### src/rtl/ifetch_pkg.sv
// Shared constants and state encoding for the instruction-fetch sequencer.
package ifetch_pkg;

  localparam int ADDR_W_DEF    = 32;
  localparam int DATA_W_DEF    = 32;
  localparam int MAX_OUTST_DEF = 2;
  localparam int FREE_W_DEF    = 4;

  // Written in place of the bus data when a fetch returns an error.
  localparam logic [31:0] INST_NOP = 32'h00000013;

  typedef enum logic {
    IFS_IDLE = 1'b0,
    IFS_REQ  = 1'b1
  } ifs_state_e;

endpackage

### src/rtl/ifetch_seq_if.sv
// Instruction bus: pipelined read requests with in-order responses.
interface ifetch_seq_if #(
  parameter int ADDR_W = 32,
  parameter int DATA_W = 32
);
  logic              req;
  logic [ADDR_W-1:0] addr;
  logic              gnt;
  logic              rvalid;
  logic [DATA_W-1:0] rdata;
  logic              err;

  modport master (output req, output addr, input gnt, input rvalid, input rdata, input err);
  modport slave  (input req, input addr, output gnt, output rvalid, output rdata, output err);
endinterface

### src/rtl/ifetch_cnt.sv
// Saturating up/down counter with synchronous clear; used for live and drop counts.
module ifetch_cnt #(
  parameter int MAX = 2
) (
  input  logic       clk,
  input  logic       rstn,
  input  logic       clr_i,
  input  logic [3:0] add_i,
  input  logic       dec_i,
  output logic [2:0] cnt_o
);

  logic [2:0] cnt_q, cnt_d;
  logic [4:0] sum;

  // Add, then decrement, then clamp into 0..MAX; clear wins over everything.
  always_comb begin
    sum = {2'b00, cnt_q} + {1'b0, add_i};
    if (dec_i && (sum != 5'd0)) sum = sum - 5'd1;
    if (sum > 5'(MAX)) sum = 5'(MAX);
    cnt_d = clr_i ? 3'd0 : sum[2:0];
  end

  // Counter register.
  always_ff @(posedge clk or negedge rstn) begin
    if (!rstn) cnt_q <= 3'd0;
    else       cnt_q <= cnt_d;
  end

  assign cnt_o = cnt_q;

endmodule

### src/rtl/ifetch_seq.sv
// Pops fetch addresses, issues pipelined bus reads, writes in-order responses
// into the instruction FIFO and discards stale responses after a flush.
module ifetch_seq
  import ifetch_pkg::*;
#(
  parameter int ADDR_W    = ADDR_W_DEF,
  parameter int DATA_W    = DATA_W_DEF,
  parameter int MAX_OUTST = MAX_OUTST_DEF,
  parameter int FREE_W    = FREE_W_DEF
) (
  input  logic              clk,
  input  logic              rstn,
  input  logic              flush_i,
  input  logic              af_empty_i,
  input  logic [ADDR_W-1:0] af_rdata_i,
  output logic              af_ren_o,
  input  logic [FREE_W-1:0] if_free_i,
  output logic              if_wen_o,
  output logic [DATA_W-1:0] if_wdata_o,
  ifetch_seq_if.master      ibus,
  output logic              busy_o,
  output logic              err_o
);

  ifs_state_e        state_q, state_d;
  logic [ADDR_W-1:0] addr_q, addr_d;
  logic              wen_q, wen_d;
  logic [DATA_W-1:0] wdata_q, wdata_d;
  logic              err_q, err_d;

  logic [2:0] live, drop;
  logic       req_pend, gnt_acc, kept, drop_rv, issue;
  logic [3:0] outst;
  logic [4:0] free_use;
  logic [3:0] drop_add;

  assign req_pend = (state_q == IFS_REQ);
  assign gnt_acc  = ibus.gnt & req_pend;
  assign kept     = ibus.rvalid & (drop == 3'd0);
  assign drop_rv  = ibus.rvalid & (drop != 3'd0);

  // A response arriving this cycle frees its slot immediately, which is what
  // lets a zero-wait slave sustain one fetch per cycle.
  assign outst    = 4'(req_pend) + 4'(live) - 4'(kept) + 4'(drop) - 4'(drop_rv);
  assign free_use = 5'(req_pend) + 5'(live) + 5'(wen_q);

  // rstn gates the pop so the address FIFO is never touched while in reset.
  assign issue = rstn & ~af_empty_i & ~flush_i
               & (32'(outst) < 32'(MAX_OUTST))
               & (32'(free_use) < 32'(if_free_i))
               & (~req_pend | ibus.gnt);

  assign drop_add = flush_i ? ({1'b0, live} + 4'(gnt_acc)) : 4'd0;

  ifetch_cnt #(.MAX(MAX_OUTST)) u_live (
    .clk   (clk),
    .rstn  (rstn),
    .clr_i (flush_i),
    .add_i (4'(gnt_acc)),
    .dec_i (kept),
    .cnt_o (live)
  );

  // During a flush every response is stale, whether it was owed to drop or live.
  ifetch_cnt #(.MAX(MAX_OUTST)) u_drop (
    .clk   (clk),
    .rstn  (rstn),
    .clr_i (1'b0),
    .add_i (drop_add),
    .dec_i (flush_i ? ibus.rvalid : drop_rv),
    .cnt_o (drop)
  );

  // Next-state, captured address and response register logic.
  always_comb begin
    state_d = state_q;
    addr_d  = addr_q;
    wdata_d = wdata_q;
    err_d   = err_q;
    wen_d   = kept & ~flush_i;
    if (kept) begin
      wdata_d = ibus.err ? DATA_W'(INST_NOP) : ibus.rdata;
      if (ibus.err) err_d = 1'b1;
    end
    if (issue) addr_d = af_rdata_i;
    case (state_q)
      IFS_IDLE: if (issue) state_d = IFS_REQ;
      IFS_REQ:  if (ibus.gnt) state_d = issue ? IFS_REQ : IFS_IDLE;
      default:  state_d = IFS_IDLE;
    endcase
    if (flush_i) state_d = IFS_IDLE;
  end

  // Request FSM and registered outputs.
  always_ff @(posedge clk or negedge rstn) begin
    if (!rstn) begin
      state_q <= IFS_IDLE;
      addr_q  <= '0;
      wen_q   <= 1'b0;
      wdata_q <= '0;
      err_q   <= 1'b0;
    end else begin
      state_q <= state_d;
      addr_q  <= addr_d;
      wen_q   <= wen_d;
      wdata_q <= wdata_d;
      err_q   <= err_d;
    end
  end

  assign ibus.req   = req_pend & ~flush_i;
  assign ibus.addr  = addr_q;
  assign af_ren_o   = issue;
  assign if_wen_o   = wen_q & ~flush_i;
  assign if_wdata_o = wdata_q;
  assign busy_o     = req_pend | (live != 3'd0) | (drop != 3'd0);
  assign err_o      = err_q;

endmodule
### src/flat_wrapper.sv
// flat-port wrapper written by rule: the top's interface ports become plain ports
module ifetch_seq_flat import ifetch_pkg::*;
#(
  parameter int ADDR_W    = ADDR_W_DEF,
  parameter int DATA_W    = DATA_W_DEF,
  parameter int MAX_OUTST = MAX_OUTST_DEF,
  parameter int FREE_W    = FREE_W_DEF
)
  (clk, rstn, flush_i, af_empty_i, af_rdata_i, af_ren_o, if_free_i, if_wen_o, if_wdata_o, busy_o, err_o, ibus_req, ibus_addr, ibus_gnt, ibus_rvalid, ibus_rdata, ibus_err);
  ifetch_seq_if #(.ADDR_W(ADDR_W), .DATA_W(DATA_W)) ibus_i ();
  input  logic clk;
  input  logic rstn;
  input  logic flush_i;
  input  logic af_empty_i;
  input  logic [ADDR_W-1:0] af_rdata_i;
  output logic af_ren_o;
  input  logic [FREE_W-1:0] if_free_i;
  output logic if_wen_o;
  output logic [DATA_W-1:0] if_wdata_o;
  output logic busy_o;
  output logic err_o;
  output wire logic [$bits(ibus_i.req)-1:0] ibus_req;
  output wire logic [$bits(ibus_i.addr)-1:0] ibus_addr;
  input wire logic [$bits(ibus_i.gnt)-1:0] ibus_gnt;
  input wire logic [$bits(ibus_i.rvalid)-1:0] ibus_rvalid;
  input wire logic [$bits(ibus_i.rdata)-1:0] ibus_rdata;
  input wire logic [$bits(ibus_i.err)-1:0] ibus_err;
  assign ibus_req = ibus_i.req;
  assign ibus_addr = ibus_i.addr;
  assign ibus_i.gnt = ibus_gnt;
  assign ibus_i.rvalid = ibus_rvalid;
  assign ibus_i.rdata = ibus_rdata;
  assign ibus_i.err = ibus_err;
  ifetch_seq #(.ADDR_W(ADDR_W), .DATA_W(DATA_W), .MAX_OUTST(MAX_OUTST), .FREE_W(FREE_W)) u_core (.clk(clk), .rstn(rstn), .flush_i(flush_i), .af_empty_i(af_empty_i), .af_rdata_i(af_rdata_i), .af_ren_o(af_ren_o), .if_free_i(if_free_i), .if_wen_o(if_wen_o), .if_wdata_o(if_wdata_o), .ibus(ibus_i), .busy_o(busy_o), .err_o(err_o));
endmodule
### config.mk
export PLATFORM = sky130hd
export DESIGN_NAME = ifetch_seq_flat
export DESIGN_NICKNAME = d
export VERILOG_FILES = /design/src/rtl/ifetch_pkg.sv /design/src/rtl/ifetch_seq_if.sv /design/src/rtl/ifetch_cnt.sv /design/src/rtl/ifetch_seq.sv /design/src/flat_wrapper.sv
export SDC_FILE = /design/constraint.sdc
export NUM_CORES = 1
export LEC_CHECK = 0
export ABC_CLOCK_PERIOD_IN_PS = 5900
export CAP_MARGIN = 20
export CORE_MARGIN = 5
export CORE_UTILIZATION = 46
export CTS_BUF_LIST = sky130_fd_sc_hd__clkbuf_8
export DETAILED_ROUTE_END_ITERATION = 6
export GPL_TIMING_DRIVEN = 0
export PLACE_DENSITY_LB_ADDON = 0.1
export SLEW_MARGIN = 20
export SYNTH_ARGS = -nofsm -noshare
export SYNTH_HDL_FRONTEND = slang
export SYNTH_SLANG_ARGS = --single-unit
### constraint.sdc
create_clock -name clk -period 5.9 [get_ports clk]
set_input_delay 1.18 -clock clk [delete_from_list [all_inputs] [get_ports clk]]
set_output_delay 1.18 -clock clk [all_outputs]
set_load 0.01 [all_outputs]
==> metrics.csv <==
metric,value,unit
status,finished clean,
io pins,144,
GR Util met2,33.2,%
"Reg clk slew, reported paths",0.07,ns
area of the mapped netlist,3740,sq um
iteration-0 DRC count of the detailed router,74,
most frequent cells in the layout,"141 x clkdlybuf4s50_1, 73 x dfrtp_1, 44 x nand2_1",
Slew Limit Fails,0,
later-pin clock latency in the skew report,0.34,ns
fin util,70.6,%
# diodes,0,
Routed WL,9670,um
"slowest stage delay, CP",0.52,ns
final hold vios,0,
starting density of the core,47.9,%
die width,100,um
initial antenna violation count,0,
Worst Path Buf+Inv,4,
CTS Buf Count,9,
via count,3099,
peak supply drop,246,uV
"delay-heaviest family, CP",adder cells,
Yosys top cell area share,48.8,%
FMAX,175,MHz
DR DRC count,0,
Crit-path slowest cell,clkdlybuf4s50_1,
CTS root buf,clkbuf_8,
RePlAce Congestion,0.792,
GRT Total Usage,19.2,%
Initial DRT Pass Iterations,4,
die height,100,um
arrival time at the worst endpoint,4.55,ns
met3 Track Usage GR,5.84,%
Final ANT Viol Nets,0,
Synth Instances,351,
skew final,0.0109,ns
Post-synth ARST share,100,%
die area,10000,sq um
layout cells sized above 1,13.0,%
CP Class,primary input to output pin,
Min Hold Slack,0.471,ns
Slew headroom,53.0,%
post-placement cell area,5330,sq um
pin count of the biggest net entering global routing,54,
H-tree depth,3,
Worst setup SP type,primary input,
CTS tree,done,
"Remaining Overflow, GRT",0,
Fin Setup TNS,0,ns
Final min period,5.73,ns
total leakage power,2.44,nW
post-DP HPWL,7650,um
dpl ws,-0.373,ns
port buffer count,143,
Pwr Density,357,nW/um^2
leading area contributor after synthesis,dfrtp_1,
Post-synth EDFFs,0,
wire per inst,15.7,um
Slew @ Worst Pin,0.695,ns
Synth-to-Final Area Change,47.4,%
"FF+latch count, synth",73,
row count,32,
post-route cell area,5510,sq um
Hold WC Path Type,register to register,
vias in the first global route,3191,
Max-Cap Viols,0,
sequential fraction of the synthesis area,48.8,%
RSZ-0062 raised after global routing,no,
crit path capture type,output pin,
Max clock buf depth,2,
Yosys cell types,47,
synth warn,0,
GRT Max-Usage Layer,met2,
"most common cell after layout, fill and taps aside",clkdlybuf4s50_1,
"top cells by area, synth","dfrtp_1 49%, mux2_2 11%, ha_1 7.0%",
first-pass GRT wire length,15500,um
number of cells after detailed placement,598,
syn_area_per_cell,10.7,sq um
final net count,608,
filler-free cell count of the finished design,616,
critical path data required time,4.72,ns
# setup viols final,0,
Tcrit/Tclk final,97.0,%
clock sink count,73,
overall power,1.97,mW
"critical path fanouts, max",4,
CP Cell Sequence,dlygate4sd2_1 > ha_1 > fa_1 > inv_1 > ha_1 > a21oi_2 > fa_1 > xor2_1 > nand4_1 > or3_4 > nor4_4 > buf_6 > clkdlybuf4s50_1,
GRT met1 Usage,23.2,%
Via density,5.03,
Core ar.,7810,sq um
dominant synthesized flop cell,dfrtp_1,
worst setup margin,0.174,ns
==> report_power, final <==
part	total [mW]	internal [mW]	switching, mW
clock network	0.337	0.151	0.185
registers	0.780	0.678	0.102
logic	0.852	0.500	0.352
==> area by class of cell <==
cell class	instances	area (sq um)
Multi-Input combinational cell	242	1750
Buffer	15	81.3
Fill cell	615	2290
Clock buffer	9	124
Timing Repair Buffer	146	1470
Tap cell	102	128
Sequential cell	73	1830
Inverter	22	82.6
Clock inverter	7	47.5
==> registers in the layout (all words and copies together) (netlist names) <==
signal	count
u_core.ibus.addr	32
u_core.wen_q	1
u_core.if_wdata_o	32
u_core.u_live.cnt_o	3
u_core.req_pend	1
u_core.u_drop.cnt_o	3
u_core.err_o	1
==> path summary, 6_finish.rpt <==
check                                                 startpoint                                to  slack [ns]  cells past startpoint
worst max-delay path                                 ibus_rvalid                          af_ren_o        0.17                     13
worst min-delay path                    u_core.err_o$_DFFE_PN0P_          u_core.err_o$_DFFE_PN0P_        0.47                      1
worst max register to register  u_core.u_drop.cnt_o[0]$_DFF_PN0_  u_core.ibus.addr[13]$_DFFE_PN0P_        2.23                     14
worst min register to register          u_core.err_o$_DFFE_PN0P_          u_core.err_o$_DFFE_PN0P_        0.47                      1
max in group asynchronous                                   rstn  u_core.u_drop.cnt_o[2]$_DFF_PN0_        4.63                      2
min in group asynchronous                                   rstn  u_core.ibus.addr[10]$_DFFE_PN0P_        0.72                      1
==> Yosys cell counts (all sizes together), types with 5 or more instances <==
| master | count |
|---|---|
| a21oi | 10 |
| clkbuf | 10 |
| ha | 21 |
| nand2 | 44 |
| mux2 | 35 |
| nor2 | 6 |
| buf | 5 |
| dfrtp | 73 |
| o21ai | 37 |
| nand2b | 29 |
| nor2b | 7 |
| inv | 22 |
==> logic make-up (layout without fill, tap and decap cells) <==
logic type               after synthesis  after routing  share of synthesized area (%)
AND/OR/NAND/NOR                      111            111                           16.0
flip-flops                            73             73                           48.8
AO/OA/AOI/OAI                         61             61                           9.33
multiplexers                          37             37                           11.1
buffers and inverters                 37            199                           4.38
adder cells (fa/ha/maj)               24             24                           8.63
XOR/XNOR                               7              7                           1.64
other                                  1              2                          0.100
==> metal layers <==
layer / part of all wire [%] / wire length (um) / vias up
li1: - / - / 1505
met1: 41 / 3980 / 1474
met2: 49 / 4750 / 110
met3: 8.4 / 813 / 10
met4: 1.3 / 123 / 0
met5: 0 / 0 / -
==> repair_timing <==
item                       CTS  global route
setup buffers                2             0
setup endpoints to repair    1             1
cloned                       0             0
pin swaps                    1             1
gates resized for setup      1             0
hold buffers                 0             0
(Power assumes the default switching activity.)
